--- config.mk ---
export PLATFORM = sky130hd
export DESIGN_NAME = spmmio_arbiter
export DESIGN_NICKNAME = d
export VERILOG_FILES = /design/src/rtl/spmmio_arbiter.sv
export SDC_FILE = /design/constraint.sdc
export NUM_CORES = 1
export LEC_CHECK = 0
export ABC_AREA = 0
export BUFFER_PORTS_ARGS = -buffer_cell sky130_fd_sc_hd__clkbuf_2
export CAP_MARGIN = 20
export CORE_AREA = 2 2 124 126
export CTS_BUF_LIST = sky130_fd_sc_hd__clkbuf_16
export DETAILED_ROUTE_END_ITERATION = 16
export DIE_AREA = 0 0 126 128
export HOLD_SLACK_MARGIN = 0.15
export PLACE_DENSITY = 0.6
export SKIP_LAST_GASP = 1
export SLEW_MARGIN = 5
export SYNTH_ARGS = -nofsm -noshare
export SYNTH_HDL_FRONTEND = slang
export SYNTH_SLANG_ARGS = --single-unit
--- constraint.sdc ---
create_clock -name clk -period 2.4 [get_ports clk]
set_input_delay 0.12 -clock clk [delete_from_list [all_inputs] [get_ports clk]]
set_output_delay 0.12 -clock clk [all_outputs]
set_load 0.03 [all_outputs]
--- src/rtl/spmmio_arbiter.sv ---
// spmmio_arbiter: two-master round-robin bus arbiter with slave-ack watchdog.
// Rev 1.0
`default_nettype none

module spmmio_arbiter #(
  parameter int TIMEOUT = 255,
  parameter int CW      = 8
) (
  input  logic        clk,
  input  logic        reset,

  input  logic [23:0] m0_adr_i,
  input  logic        m0_cyc_i,
  input  logic        m0_stb_i,
  input  logic [3:0]  m0_sel_i,
  input  logic        m0_we_i,
  input  logic [31:0] m0_dat_i,
  output logic        m0_ack_o,
  output logic        m0_err_o,
  output logic [31:0] m0_dat_o,

  input  logic [23:0] m1_adr_i,
  input  logic        m1_cyc_i,
  input  logic        m1_stb_i,
  input  logic [3:0]  m1_sel_i,
  input  logic        m1_we_i,
  input  logic [31:0] m1_dat_i,
  output logic        m1_ack_o,
  output logic        m1_err_o,
  output logic [31:0] m1_dat_o,

  output logic [23:0] s_adr_o,
  output logic        s_cyc_o,
  output logic        s_stb_o,
  output logic [3:0]  s_sel_o,
  output logic        s_we_o,
  output logic [31:0] s_dat_o,
  input  logic        s_ack_i,
  input  logic [31:0] s_dat_i,

  input  logic        to_clr,
  output logic        to_flag,
  output logic [23:0] to_adr,
  output logic        to_mst
);

  localparam logic [1:0] ST_IDLE = 2'd0;
  localparam logic [1:0] ST_OWN0 = 2'd1;
  localparam logic [1:0] ST_OWN1 = 2'd2;

  localparam logic [CW-1:0] TO_LIMIT = CW'(TIMEOUT);
  localparam bit            WD_EN    = (TIMEOUT != 0);

  logic [1:0]    state;
  logic [1:0]    state_nxt;
  logic          last_served;
  logic          last_served_nxt;
  logic [CW-1:0] wd_cnt;
  logic          err_cycle;
  logic          wd_fire;
  logic          slv_stb;

  // State register
  always_ff @(posedge clk) begin
    if (reset) begin
      state       <= ST_IDLE;
      last_served <= 1'b1;
    end else begin
      state       <= state_nxt;
      last_served <= last_served_nxt;
    end
  end

  // Next-state: a tie in IDLE goes to the master that was not served last
  always_comb begin
    state_nxt       = state;
    last_served_nxt = last_served;
    case (state)
      ST_IDLE: begin
        if (m0_cyc_i && m1_cyc_i)
          state_nxt = last_served ? ST_OWN0 : ST_OWN1;
        else if (m0_cyc_i)
          state_nxt = ST_OWN0;
        else if (m1_cyc_i)
          state_nxt = ST_OWN1;
      end
      ST_OWN0: begin
        if (!m0_cyc_i) begin
          state_nxt       = m1_cyc_i ? ST_OWN1 : ST_IDLE;
          last_served_nxt = 1'b0;
        end
      end
      ST_OWN1: begin
        if (!m1_cyc_i) begin
          state_nxt       = m0_cyc_i ? ST_OWN0 : ST_IDLE;
          last_served_nxt = 1'b1;
        end
      end
      default: state_nxt = ST_IDLE;
    endcase
  end

  // Output mux: slave side follows the owner, returns go only to the owner
  always_comb begin
    s_adr_o  = 24'd0;
    s_cyc_o  = 1'b0;
    slv_stb  = 1'b0;
    s_sel_o  = 4'd0;
    s_we_o   = 1'b0;
    s_dat_o  = 32'd0;
    m0_ack_o = 1'b0;
    m0_err_o = 1'b0;
    m0_dat_o = 32'd0;
    m1_ack_o = 1'b0;
    m1_err_o = 1'b0;
    m1_dat_o = 32'd0;
    case (state)
      ST_OWN0: begin
        s_adr_o  = m0_adr_i;
        s_cyc_o  = m0_cyc_i;
        slv_stb  = m0_cyc_i & m0_stb_i & ~err_cycle;
        s_sel_o  = m0_sel_i;
        s_we_o   = m0_we_i;
        s_dat_o  = m0_dat_i;
        m0_ack_o = s_ack_i & slv_stb;
        m0_err_o = err_cycle;
        m0_dat_o = s_dat_i;
      end
      ST_OWN1: begin
        s_adr_o  = m1_adr_i;
        s_cyc_o  = m1_cyc_i;
        slv_stb  = m1_cyc_i & m1_stb_i & ~err_cycle;
        s_sel_o  = m1_sel_i;
        s_we_o   = m1_we_i;
        s_dat_o  = m1_dat_i;
        m1_ack_o = s_ack_i & slv_stb;
        m1_err_o = err_cycle;
        m1_dat_o = s_dat_i;
      end
      default: ;
    endcase
  end

  assign s_stb_o = slv_stb;

  // An ack arriving on the limit cycle suppresses the error
  assign wd_fire = WD_EN && slv_stb && !s_ack_i && (wd_cnt == TO_LIMIT);

  always_ff @(posedge clk) begin
    if (reset) begin
      wd_cnt    <= '0;
      err_cycle <= 1'b0;
    end else begin
      err_cycle <= wd_fire;
      if (!WD_EN || !slv_stb || s_ack_i || wd_fire || (state_nxt != state))
        wd_cnt <= '0;
      else
        wd_cnt <= wd_cnt + 1'b1;
    end
  end

  // A new error outranks a simultaneous clear and recaptures the address
  always_ff @(posedge clk) begin
    if (reset) begin
      to_flag <= 1'b0;
      to_adr  <= 24'd0;
      to_mst  <= 1'b0;
    end else if (err_cycle && (!to_flag || to_clr)) begin
      to_flag <= 1'b1;
      to_adr  <= s_adr_o;
      to_mst  <= (state == ST_OWN1);
    end else if (to_clr) begin
      to_flag <= 1'b0;
    end
  end

endmodule

`default_nettype wire

# After elaboration in Yosys (flattened, before gate mapping)
# Index checks and enable logic that the tools add are counted.
[classes]
n_addsub = 1
eq_ne = 6
muxes = 26
n_bitwise = 7
n_reduce_logical = 16
[ops]
columns = ["cell", "n"]
rows = [
  ["$mux 32", 2],
  ["$pmux 32 s2", 1],
  ["$pmux 24 s2", 1],
  ["$mux 2", 7],
  ["$mux 1", 9],
  ["$add 8x1->8 const B", 1],
  ["$eq 8x8->1 const B", 1],
  ["$pmux 1 s2", 4],
  ["$pmux 4 s2", 1],
  ["$and 1x1->1", 6],
  ["$pmux 2 s3", 1],
  ["$logic_and 1x1->1", 4],
  ["$logic_or 1x1->1", 4],
  ["$ne 2x2->1 const B", 2],
  ["$reduce_bool 2->1", 2],
  ["$logic_not 1->1", 3],
  ["$reduce_and 3->1", 1],
  ["$eq 2x1->1 const B", 1],
  ["$eq 2x2->1 const B", 1],
  ["$logic_not 2->1", 1],
  ["$ne 2x2->1", 1],
  ["$reduce_or 2->1", 1],
  ["$not 1->1", 1],
]
[word_totals]
regBits = 38
out_inout_bits = 157

# Depth between registers and ports, before layout
# Gate-level depths: netlist (run 1).
[depth]
word_depth = 8
depth_mapped = 8
ltp_nobuf = 6

# Worst setup path after synthesis (run 1)
# Ideal clock, no wire load.
[synth_path]
path_kind = "register to register"
from = "register state[0]"
to = "register wd_cnt[0]"
setup_ns = 0.089
arrival_time_ns = 2.133
required_time_ns = 2.311
setup_slack_ns = 0.178
stages_incl_launch_ff = 7
path_buffers = 1
synth_period_minus_slack_ns = 2.222
path_cell_list = "dfxtp_1 > inv_1 > ha_1 > clkbuf_1 > a21boi_1 > nand3_1 > nor4b_2"
[synth_via]
elab_chain_cells = 7
word_cells_on_any_way = 18
[synth_lines]
columns = ["element", "line_no", "text"]
rows = [
  ["from (decl)", "54", "logic [1:0] state;"],
  ["from (signal assigned)", "69", "state <= state_nxt;"],
  ["$eq 2x2->1 or $eq 2x1->1 (tied branches)", "117", "case (state)"],
  ["$pmux 1 s2 (*)", "117", ""],
  ["named net s_stb_o", "34", "output logic s_stb_o,"],
  ["$logic_not 1->1 or $logic_and 1x1->1 (tied branches)", "155, 147", ""],
  ["$logic_or 1x1->1 or $logic_and 1x1->1 (tied branches)", "155, 147", ""],
  ["$logic_or 1x1->1 (*) (2 in series)", "155", "if (!WD_EN || !slv_stb || s_ack_i || wd_fire || (state_nxt != state))"],
  ["$reduce_or 2->1 (no source line) (*)", "--", ""],
  ["to (signal assigned)", "158", "wd_cnt <= wd_cnt + 1'b1;"],
  ["to (decl)", "58", "logic [CW-1:0] wd_cnt;"],
]
# Mark *: on every way through the listed nets, which the timed path passes. The rest lies on a longest branch.
# A chain may end at the register's enable or synchronous reset.

# Worst setup path in the final report (run 1)
[layout_path]
from = "register state[0]"
to = "output s_adr_o[8]"
[layout_via]
elab_chain_cells = 2
word_cells_on_any_way = 3
[layout_lines]
columns = ["element", "line_no", "text"]
rows = [
  ["$eq 2x2->1 or $eq 2x1->1 (tied branches)", "117", ""],
  ["$pmux 24 s2 (*)", "117", ""],
  ["to (decl)", "32", "output logic [23:0] s_adr_o,"],
]
# Every way passes the cells marked *; elsewhere a longest branch is shown, timed or not.

==> results of run 1 <==
-- per-layer routing --
metal	wire (um)	part of all wire	global-route usage
met1	6082	0.45	0.2127
met2	6385	0.48	0.2562
met4	108	0.0081	0.01681
met5	0	0	0
met3	829	0.062	0.02963
-- per-stage QoR --
step           std cells  total power [uW]  cell area (um2)  hold slack, ns  setup WS [ns]
6_report             883              2473             5046          0.2157         0.1461
5_1_grt              883              2622             5046          0.2252        0.01468
4_1_cts              883              2495             5040          0.2218        0.05532
3_5_place_dp         875              1877             4902          0.4566         0.3715
3_3_place_gp         875              1875             4902          0.4472         0.3878
2_1_floorplan        394              1426             3064          0.3508         0.1784
-- path summary, 6_finish.rpt --
check	startpoint	to	slack (ns)	cells past startpoint
hold reg to reg	to_mst	to_mst	0.47	2
setup / recovery	state[0]	s_adr_o[8]	0.15	5
hold / removal	to_clr	to_flag	0.22	3
setup reg to reg	state[0]	wd_cnt[5]	0.39	6
-- logic make-up after synthesis --
group,Yosys count
flip-flops,38
adder cells (fa/ha/maj),6
XOR/XNOR,6
multiplexers,25
AO/OA/AOI/OAI,80
buffers and inverters,43
AND/OR/NAND/NOR,196
-- cell type report --
class	instances	area, um2
clock inverter	3	12.51
timing repair buffer	329	1740
sequential	38	760.7
inverter	7	26.28
multi-input combinational	313	2146
tap	188	235.2
fill	1604	9818
clock buffer	5	125.1
-- cell usage in the layout, fill, tap and decap left out, types with 2 or more instances in the layout --
cell / n
a22oi_1: 62
and2_1: 66
ha_4: 2
inv_1: 8
buf_12: 5
nor3_1: 6
a32oi_1: 2
nand3_1: 5
nor2b_1: 62
o21ai_0: 2
nand2_1: 9
dfxtp_1: 38
nand2b_1: 2
nand4b_1: 2
mux2i_1: 24
xnor2_1: 5
nor4_1: 3
clkbuf_2: 318
ha_1: 3
clkbuf_16: 5
buf_4: 5
nor2_1: 32
a21oi_1: 4
-- state kept, by name (all words and copies together), names as in the netlist --
signal and count:
to_adr 24, err_cycle 1, state 2, to_mst 1, last_served 1, wd_cnt 8
to_flag 1
-- report_power, final --
part	switching (uW)	internal, uW
registers	12.7	638
logic	748	462
clock network	238	375
-- critical path, delay by kind of cell, from the launching register on --
kind          cells  cell delay, ns
flops             1            0.48
fa+ha+maj         1            0.39
buf+inv           3            0.71
simple gates      1            0.26
-- timing repair --
action,in CTS,in global routing
hold buffers,0,0
gates resized for setup,0,2
setup buffers,0,0
setup endpoints to repair,0,2
==> flow_summary.toml, run 1 <==
[die]
die-width_um = 126
design.core.area_mm2 = 0.01486
initial_utilization = 0.2061
floorplan.die.height_um = 128
std_cell_rows = 45
boundaryPins = 319
fp.dieArea_mm2 = 0.01613

[placed_design]
dp_hpwl_um = 10970
io_buffer_count = 318
routabilityCongestion = 0.7734

[final_layout]
antenna_cells = 0
final_core_density = 0.3395
nets = 862
synthToLayoutAreaGrowth_pct = 64.68
layout-drive-gt1-share = 0.4964

[logic_synthesis]
yosys-top-cells-count = "66 x and2_1, 63 x nor2b_1, 62 x a22oi_1"
synth_most_common_cell = "and2_1"
syn-mean-instance-area_um2 = 7.777
synthTopCellsByArea = "dfxtp_1 25%, a22oi_1 15%, and2_1 13%"
post_synthesis_adder_cell_area_fraction = 0.02450
net_count_of_the_mapped_netlist = 562
synth.largest_area_cell = "dfxtp_1"
async_reset_ff_frac = 0
netlist.area_leader.share = 0.2483
synth-edff-count = 0
synth-simple-area-share = 0.3683
compound_cell_area_share_of_the_yosys_netlist = 0.1984
cell_count_after_synthesis = 394
ys_types = 43
post_synth_instance_area_mm2 = 0.003064
synthMuxAreaShare = 0.08207
xor_xnor_fraction_of_synth_area = 0.01715
yosys_reg_bits = 38
synth_top_family_by_area = "simple AND/OR/NAND/NOR gates"
synth_seq_area_share = 0.2483
most_used_flip_flop_cell_after_synthesis = "dfxtp_1"
synth_warnings = 0

[sta]
worstMarginPinSlew_ns = 0.3870
finalHoldViolCount = 0
finalCriticalPeriod_ns = 2.254
finalMaxSlewViolations = 0
worst_slew_slack_as_a_fraction_of_its_limit = 0.7420
setup-tns-final_ns = 0
setup_viol = 0
unrepaired_setup_endpoints_after_global_routing = "no"
clock_skew_ns = 0.002492
maxClockFrequency_mhz = 443.7
period_share = 0.9391

[clock_tree]
worstSkewPairLatency_ns = 0.27
clock_tree.buffer_depth = 2
cts_num_sinks = 38
clock_tree.root_cell = "clkbuf_16"
clkTransAtPathRegs_ns = 0.06
h_tree_levels = 2
cts_inserted_buffers = 5
tritoncts = "yes"

[global_route]
global_route.overflow_total = 0
grt_use_total = 0.1535
pin_count_of_the_biggest_net_entering_global_routing = 43
antenna_violations_before_repair = 0
grt_pass1_wl_um = 19870
first_global_vias = 3501

[routing]
post-route-drc-count = 0
postRouteWirelength_um = 13410
drt-pass1-iter-count = 4
routedWlPerCell_um = 15.18
antenna_viol_nets_final = 0
via_per_inst = 4.427
drt-initial-drc-count = 137
num_vias = 3909

[setup_path]
timing.critical_path.fanout_max = 23
critical_path_arrival_ns = 2.13
crit_chain = "inv_1, ha_2, buf_4, nor2b_2, clkbuf_2"
worst_path_max_delay_cell = "dfxtp_1"
critPathLaunchType = "register"
critical_path_required_ns = 2.28
endpoint_kind = "output pin"
critical-path-max-stage-delay_ns = 0.48
setup_crit_path_kind = "register to output pin"

[run_status]
status = "finished clean"

[min_path]
hold_class = "input pin to register"

[power]
worst_ir_drop_vdd_mv = 0.2558
standby_leakage_power_uw = 0.002648
power.density_mw_per_mm2 = 490.1

[flow_run]
drv.max_cap_violation_count = 0
Power figures use the tool's default switching activity.
==> run 2: changes to the inputs <==
--- a/config.mk
+++ b/config.mk
@@ -8,12 +8,12 @@
 export ABC_AREA = 0
 export BUFFER_PORTS_ARGS = -buffer_cell sky130_fd_sc_hd__clkbuf_2
 export CAP_MARGIN = 20
-export CORE_AREA = 2 2 124 126
+export CORE_AREA = 3 3 121 123
 export CTS_BUF_LIST = sky130_fd_sc_hd__clkbuf_16
 export DETAILED_ROUTE_END_ITERATION = 16
-export DIE_AREA = 0 0 126 128
+export DIE_AREA = 0 0 124 126
 export HOLD_SLACK_MARGIN = 0.15
-export PLACE_DENSITY = 0.6
+export PLACE_DENSITY = 0.63
 export SKIP_LAST_GASP = 1
 export SLEW_MARGIN = 5
 export SYNTH_ARGS = -nofsm -noshare
==> flow_summary.toml, run 2 (synthesized netlist as in run 1, its figures left out) <==
[run_status]
status = "finished clean"

[die]
std_cell_rows = 43
design.core.area_mm2 = 0.01377
floorplan.die.height_um = 126
initial_utilization = 0.2225
fp.dieArea_mm2 = 0.01562
die-width_um = 124
boundaryPins = 319

[placed_design]
io_buffer_count = 318
routabilityCongestion = 0.8582
placed_cell_area_mm2 = 0.004875
dp_hpwl_um = 10610
post-place-cells = 868

[clock_tree]
tritoncts = "yes"
cts_inserted_buffers = 5
h_tree_levels = 2
worstSkewPairLatency_ns = 0.28
clock_tree.root_cell = "clkbuf_16"
clock_tree.buffer_depth = 2
clkTransAtPathRegs_ns = 0.06
cts_num_sinks = 38
cts.hold.buffers_added = 0

[global_route]
global_route.overflow_total = 0
grt_pass1_wl_um = 19060
first_global_vias = 3587
pin_count_of_the_biggest_net_entering_global_routing = 44
grt_use_total = 0.1523
antenna_violations_before_repair = 0

[routing]
via_per_inst = 4.462
num_vias = 3909
drt-pass1-iter-count = 4
drt-initial-drc-count = 137
postRouteWirelength_um = 13090
post-route-drc-count = 0
antenna_viol_nets_final = 0
routedWlPerCell_um = 14.94

[final_layout]
design_area_mm2 = 0.005065
mostFrequentLayoutCells = "318 x clkbuf_2, 66 x and2_1, 63 x nor2b_1, 62 x a22oi_1, 37 x dfxtp_1"
nets = 863
layout-drive-gt1-share = 0.4986
registers.top_by_ff_count = "to_adr"
layout.cells.most_common = "clkbuf_2"
num-fill-cells = 1484
stdcell_count = 876
flip_flop_count_of_the_largest_register_all_copies_and_words_added = 24
synthToLayoutAreaGrowth_pct = 65.29
antenna_cells = 0
largest_registers_ranked_by_flip_flop_count = "to_adr (24), wd_cnt (8), state (2)"

[power]
standby_leakage_power_uw = 0.002662
worst_ir_drop_vdd_mv = 0.2599
finalPower_uw = 2682
power.density_mw_per_mm2 = 529.4

[sta]
maxClockFrequency_mhz = 445.8
finalCriticalPeriod_ns = 2.243
worst_slew_slack_as_a_fraction_of_its_limit = 0.7280
fin_worst_hold_slack_ns = 0.2125
clock_skew_ns = 0.006740
unrepaired_setup_endpoints_after_global_routing = "no"
setup-tns-final_ns = 0
finalHoldViolCount = 0
finalMaxSlewViolations = 0
worstMarginPinSlew_ns = 0.4080
period_share = 0.9346
setup_viol = 0

[setup_path]
timing.critical_path.fanout_max = 32
critical_path_arrival_ns = 2.12
critical_path_required_ns = 2.28
worst_flop_to_flop_path_startpoint = "state[0]"
worstSetupStartpoint = "state[0]"
critPathLaunchType = "register"
endpoint_kind = "output pin"
setup_crit_path_kind = "register to output pin"

[flow_run]
drv.max_cap_violation_count = 0

[min_path]
min_from = "to_clr"
hold_class = "input pin to register"
## run 2: cell types whose count changed in the layout (fill, tap and decap cells not counted), sizes merged
cell	change
bufinv	+2
buf	+1
clkinv	-1
inv	-1
## run 2: layout make-up
cell class                 instances  area, um2  area share
clock buffer                       5      125.1     0.02470
clock inverter                     3      63.81     0.01260
inverter                           7      26.28    0.005188
multi-input combinational        313       2143      0.4232
sequential                        38      762.0      0.1504
tap                              180      225.2     0.04447
timing repair buffer             330       1719      0.3394
## run 2: path summary, 6_finish.rpt
check / end / cells after the start / slack (ns)
worst max-delay path: s_adr_o[4] / 5 / 0.16
worst max register to register: wd_cnt[5] / 6 / 0.41
worst min register to register: to_mst / 2 / 0.46
worst min-delay path: to_flag / 3 / 0.21
## run 2: metal layers
metal  GRT usage  vias up  wire length, um
met5           0        -                0
met4     0.01933        0               82
met3     0.02380       10              788
met2      0.2708      138             6501
met1      0.1981     1786             5714
li1            -     1975                -
## run 2: critical path, cell delays in order, from the launching register on
cell and delay [ns]:
dfxtp_1 0.48, inv_1 0.20, ha_2 0.39, buf_4 0.29
nor2b_1 0.25, clkbuf_2 0.24
## run 2: where the power goes
part           internal (uW)  switching [uW]  total (uW)
clock                    592             254         846
sequential               638            13.1         651
combinational            455             729        1180
## run 2: metrics by stage
stage | setup slack [ns] | utilization
6_report | 0.1569 | 0.3677
3_3_place_gp | 0.4417 | 0.3539
5_1_grt | 0.0004174 | 0.3677
3_5_place_dp | 0.4230 | 0.3539
2_1_floorplan | 0.1784 | -
4_1_cts | 0.1456 | 0.3676
## run 2: repair_timing
item / 4_1_cts / 5_1_grt
endpoints found under the setup margin: 0 / 2
endpoints found under the hold margin: 0 / 0
setup buffers: 0 / 0
resized for setup: 0 / 1
==> run 3: changes to the inputs <==
--- a/config.mk
+++ b/config.mk
@@ -12,10 +12,11 @@
 export CTS_BUF_LIST = sky130_fd_sc_hd__clkbuf_16
 export DETAILED_ROUTE_END_ITERATION = 16
 export DIE_AREA = 0 0 124 126
+export GPL_TIMING_DRIVEN = 0
 export HOLD_SLACK_MARGIN = 0.15
 export PLACE_DENSITY = 0.63
 export SKIP_LAST_GASP = 1
-export SLEW_MARGIN = 5
+export SLEW_MARGIN = 20
 export SYNTH_ARGS = -nofsm -noshare
 export SYNTH_HDL_FRONTEND = slang
 export SYNTH_SLANG_ARGS = --single-unit
==> flow_summary.toml, run 3 (synthesized netlist as in run 1, its figures left out) <==
[power]
intPower_uw = 1473
power.share.combinational = 0.487
power.sequential.fraction = 0.260
switching_power_uw = 1028
p_sw_frac = 0.4110
power.density_mw_per_mm2 = 493.7
finalPower_uw = 2501
p_clk_frac = 0.253
standby_leakage_power_uw = 0.002702
worst_ir_drop_vdd_mv = 0.2435

[sta]
fin_ws_ns = 0.1078
maxClockFrequency_mhz = 436.3
clock_skew_ns = 0.004053
finalMaxSlewViolations = 0
fin_worst_hold_slack_ns = 0.1836
worstMarginPinSlew_ns = 0.5172
setup_viol = 0
unrepaired_setup_endpoints_after_global_routing = "no"
finalHoldViolCount = 0
finalCriticalPeriod_ns = 2.292
period_share = 0.9551
worst_slew_slack_as_a_fraction_of_its_limit = 0.6552
setup-tns-final_ns = 0

[clock_tree]
cts_inserted_buffers = 5
cts_num_sinks = 38
h_tree_levels = 2
clock_tree.buffer_depth = 2
clkTransAtPathRegs_ns = 0.06
tritoncts = "yes"
worstSkewPairLatency_ns = 0.28
clock_tree.root_cell = "clkbuf_16"

[final_layout]
layout.cells.most_common = "clkbuf_2"
mostFrequentLayoutCells = "324 x clkbuf_2, 66 x and2_1, 63 x nor2b_1, 62 x a22oi_1, 36 x dfxtp_1"
stdcell_count = 899
layout-drive-gt1-share = 0.5007
largest_registers_ranked_by_flip_flop_count = "to_adr (24), wd_cnt (8), state (2)"
antenna_cells = 0
num-fill-cells = 1501
synthToLayoutAreaGrowth_pct = 65.33
flip_flop_count_of_the_largest_register_all_copies_and_words_added = 24
nets = 886
registers.top_by_ff_count = "to_adr"

[placed_design]
post-place-cells = 892
dp_hpwl_um = 11740
post_place_setup_slack_ns = -0.1434
io_buffer_count = 318
routabilityCongestion = 0.8853

[die]
fp.dieArea_mm2 = 0.01562
initial_utilization = 0.2225
die-width_um = 124
design.core.area_mm2 = 0.01377
boundaryPins = 319
floorplan.die.height_um = 126
std_cell_rows = 43

[routing]
postRouteWirelength_um = 13950
num_vias = 3997
post-route-drc-count = 0
antenna_viol_nets_final = 0
drt-initial-drc-count = 158
routedWlPerCell_um = 15.52
drt-pass1-iter-count = 5
via_per_inst = 4.446

[setup_path]
timing.critical_path.fanout_max = 10
critPathBufInv = 5
endpoint_kind = "output pin"
r2r_slack_ns = 0.48
worstSetupStartpoint = "state[0]"
cp_top_family = "buffers and inverters"
critical-path-top-cell-by-count = "buf_4"
critical_path_required_ns = 2.28
crit-reg2reg-capture = "wd_cnt[0]"
worst_flop_to_flop_path_startpoint = "state[0]"
critical-path-max-stage-delay_ns = 0.40
setup_crit_path_kind = "register to output pin"
worst-r2r-cell-count = 5
critPathLaunchType = "register"
worst_path_max_delay_cell = "dfxtp_2"
crit_chain = "inv_1, ha_1, buf_4, buf_4, buf_4, a22oi_1, nor2b_1, clkbuf_2"
critical_path_arrival_ns = 2.17

[global_route]
grt_use_total = 0.1634
pin_count_of_the_biggest_net_entering_global_routing = 13
grt_pass1_wl_um = 20380
antenna_violations_before_repair = 0
global_route.overflow_total = 0
first_global_vias = 3785

[run_status]
status = "finished clean"

[min_path]
whs_endpoint = "to_flag"
min_from = "to_clr"
hold_class = "input pin to register"
min_delay_path_depth = 3

[flow_run]
drv.max_cap_violation_count = 0
==> run 3: changes by cell type in the layout (fill, tap and decap cells not counted), moves of 2 or more <==
cell	change
buf_12	-3
clkbuf_1	+9
bufinv_16	-2
ha_1	+2
clkbuf_4	+5
buf_2	+7
clkbuf_2	+6
buf_4	-2
ha_4	-2
==> run 3: cell type report <==
| class | count | area, um2 | share of cell area |
|---|---|---|---|
| sequential | 38 | 763.2 | 0.1507 |
| timing repair buffer | 318 | 1594 | 0.3146 |
| tap | 180 | 225.2 | 0.04446 |
| clock inverter | 3 | 16.27 | 0.003211 |
| clock buffer | 5 | 125.1 | 0.02470 |
| multi-input combinational | 313 | 2118 | 0.4181 |
| buffer | 35 | 197.7 | 0.03902 |
| inverter | 7 | 26.28 | 0.005186 |
==> run 3: repair_timing <==
item / CTS / global route
cloned: 0 / 0
buffers inserted: 0 / 0
resized for setup: 16 / 16
hold buffers: 0 / 0
setup endpoints to repair: 105 / 80
==> run 3: worst max-delay path by stage <==
| stage | end | slack, ns | cells past startpoint |
|---|---|---|---|
| 3_3_place_gp | s_dat_o[3] | -0.16 | 6 |
| 4_1_cts | s_adr_o[10] | 0.04 | 5 |
| 5_1_grt | s_dat_o[28] | 0.001 | 8 |
| 6_report | s_dat_o[16] | 0.11 | 8 |
| 2_1_floorplan | wd_cnt[0] | 0.18 | 6 |
| 3_5_place_dp | s_adr_o[8] | -0.14 | 6 |
==> run 3: metal layers <==
metal  up-vias  track usage  part of all wire
met4         0      0.02320             0.010
met1      1818       0.2131              0.43
met2       153       0.2921              0.50
met3        11      0.02021             0.067
met5         -            0                 0
li1       2015            -                 -
==> run 3: through the flow <==
step | utilization | cell area [um2]
finish | 0.3678 | 5066
global route | 0.3678 | 5066
CTS | 0.3666 | 5049
detailed placement | 0.3544 | 4881
global placement | 0.3544 | 4881
floorplan | - | 3064
==> run 3: tightest hold or removal path, cell delays in order <==
cell	delay, ns
clkbuf_2	0.07
nand2b_1	0.14
a21oi_1	0.08
==> run 3: power groups by stage <==
stage	Combinational [uW]	Clock (uW)	Sequential [uW]
2_1_floorplan	767	0	659
3_3_place_gp	1200	0	663
3_5_place_dp	1200	0	663
4_1_cts	1220	650	650
5_1_grt	1320	670	652
6_report	1220	632	651
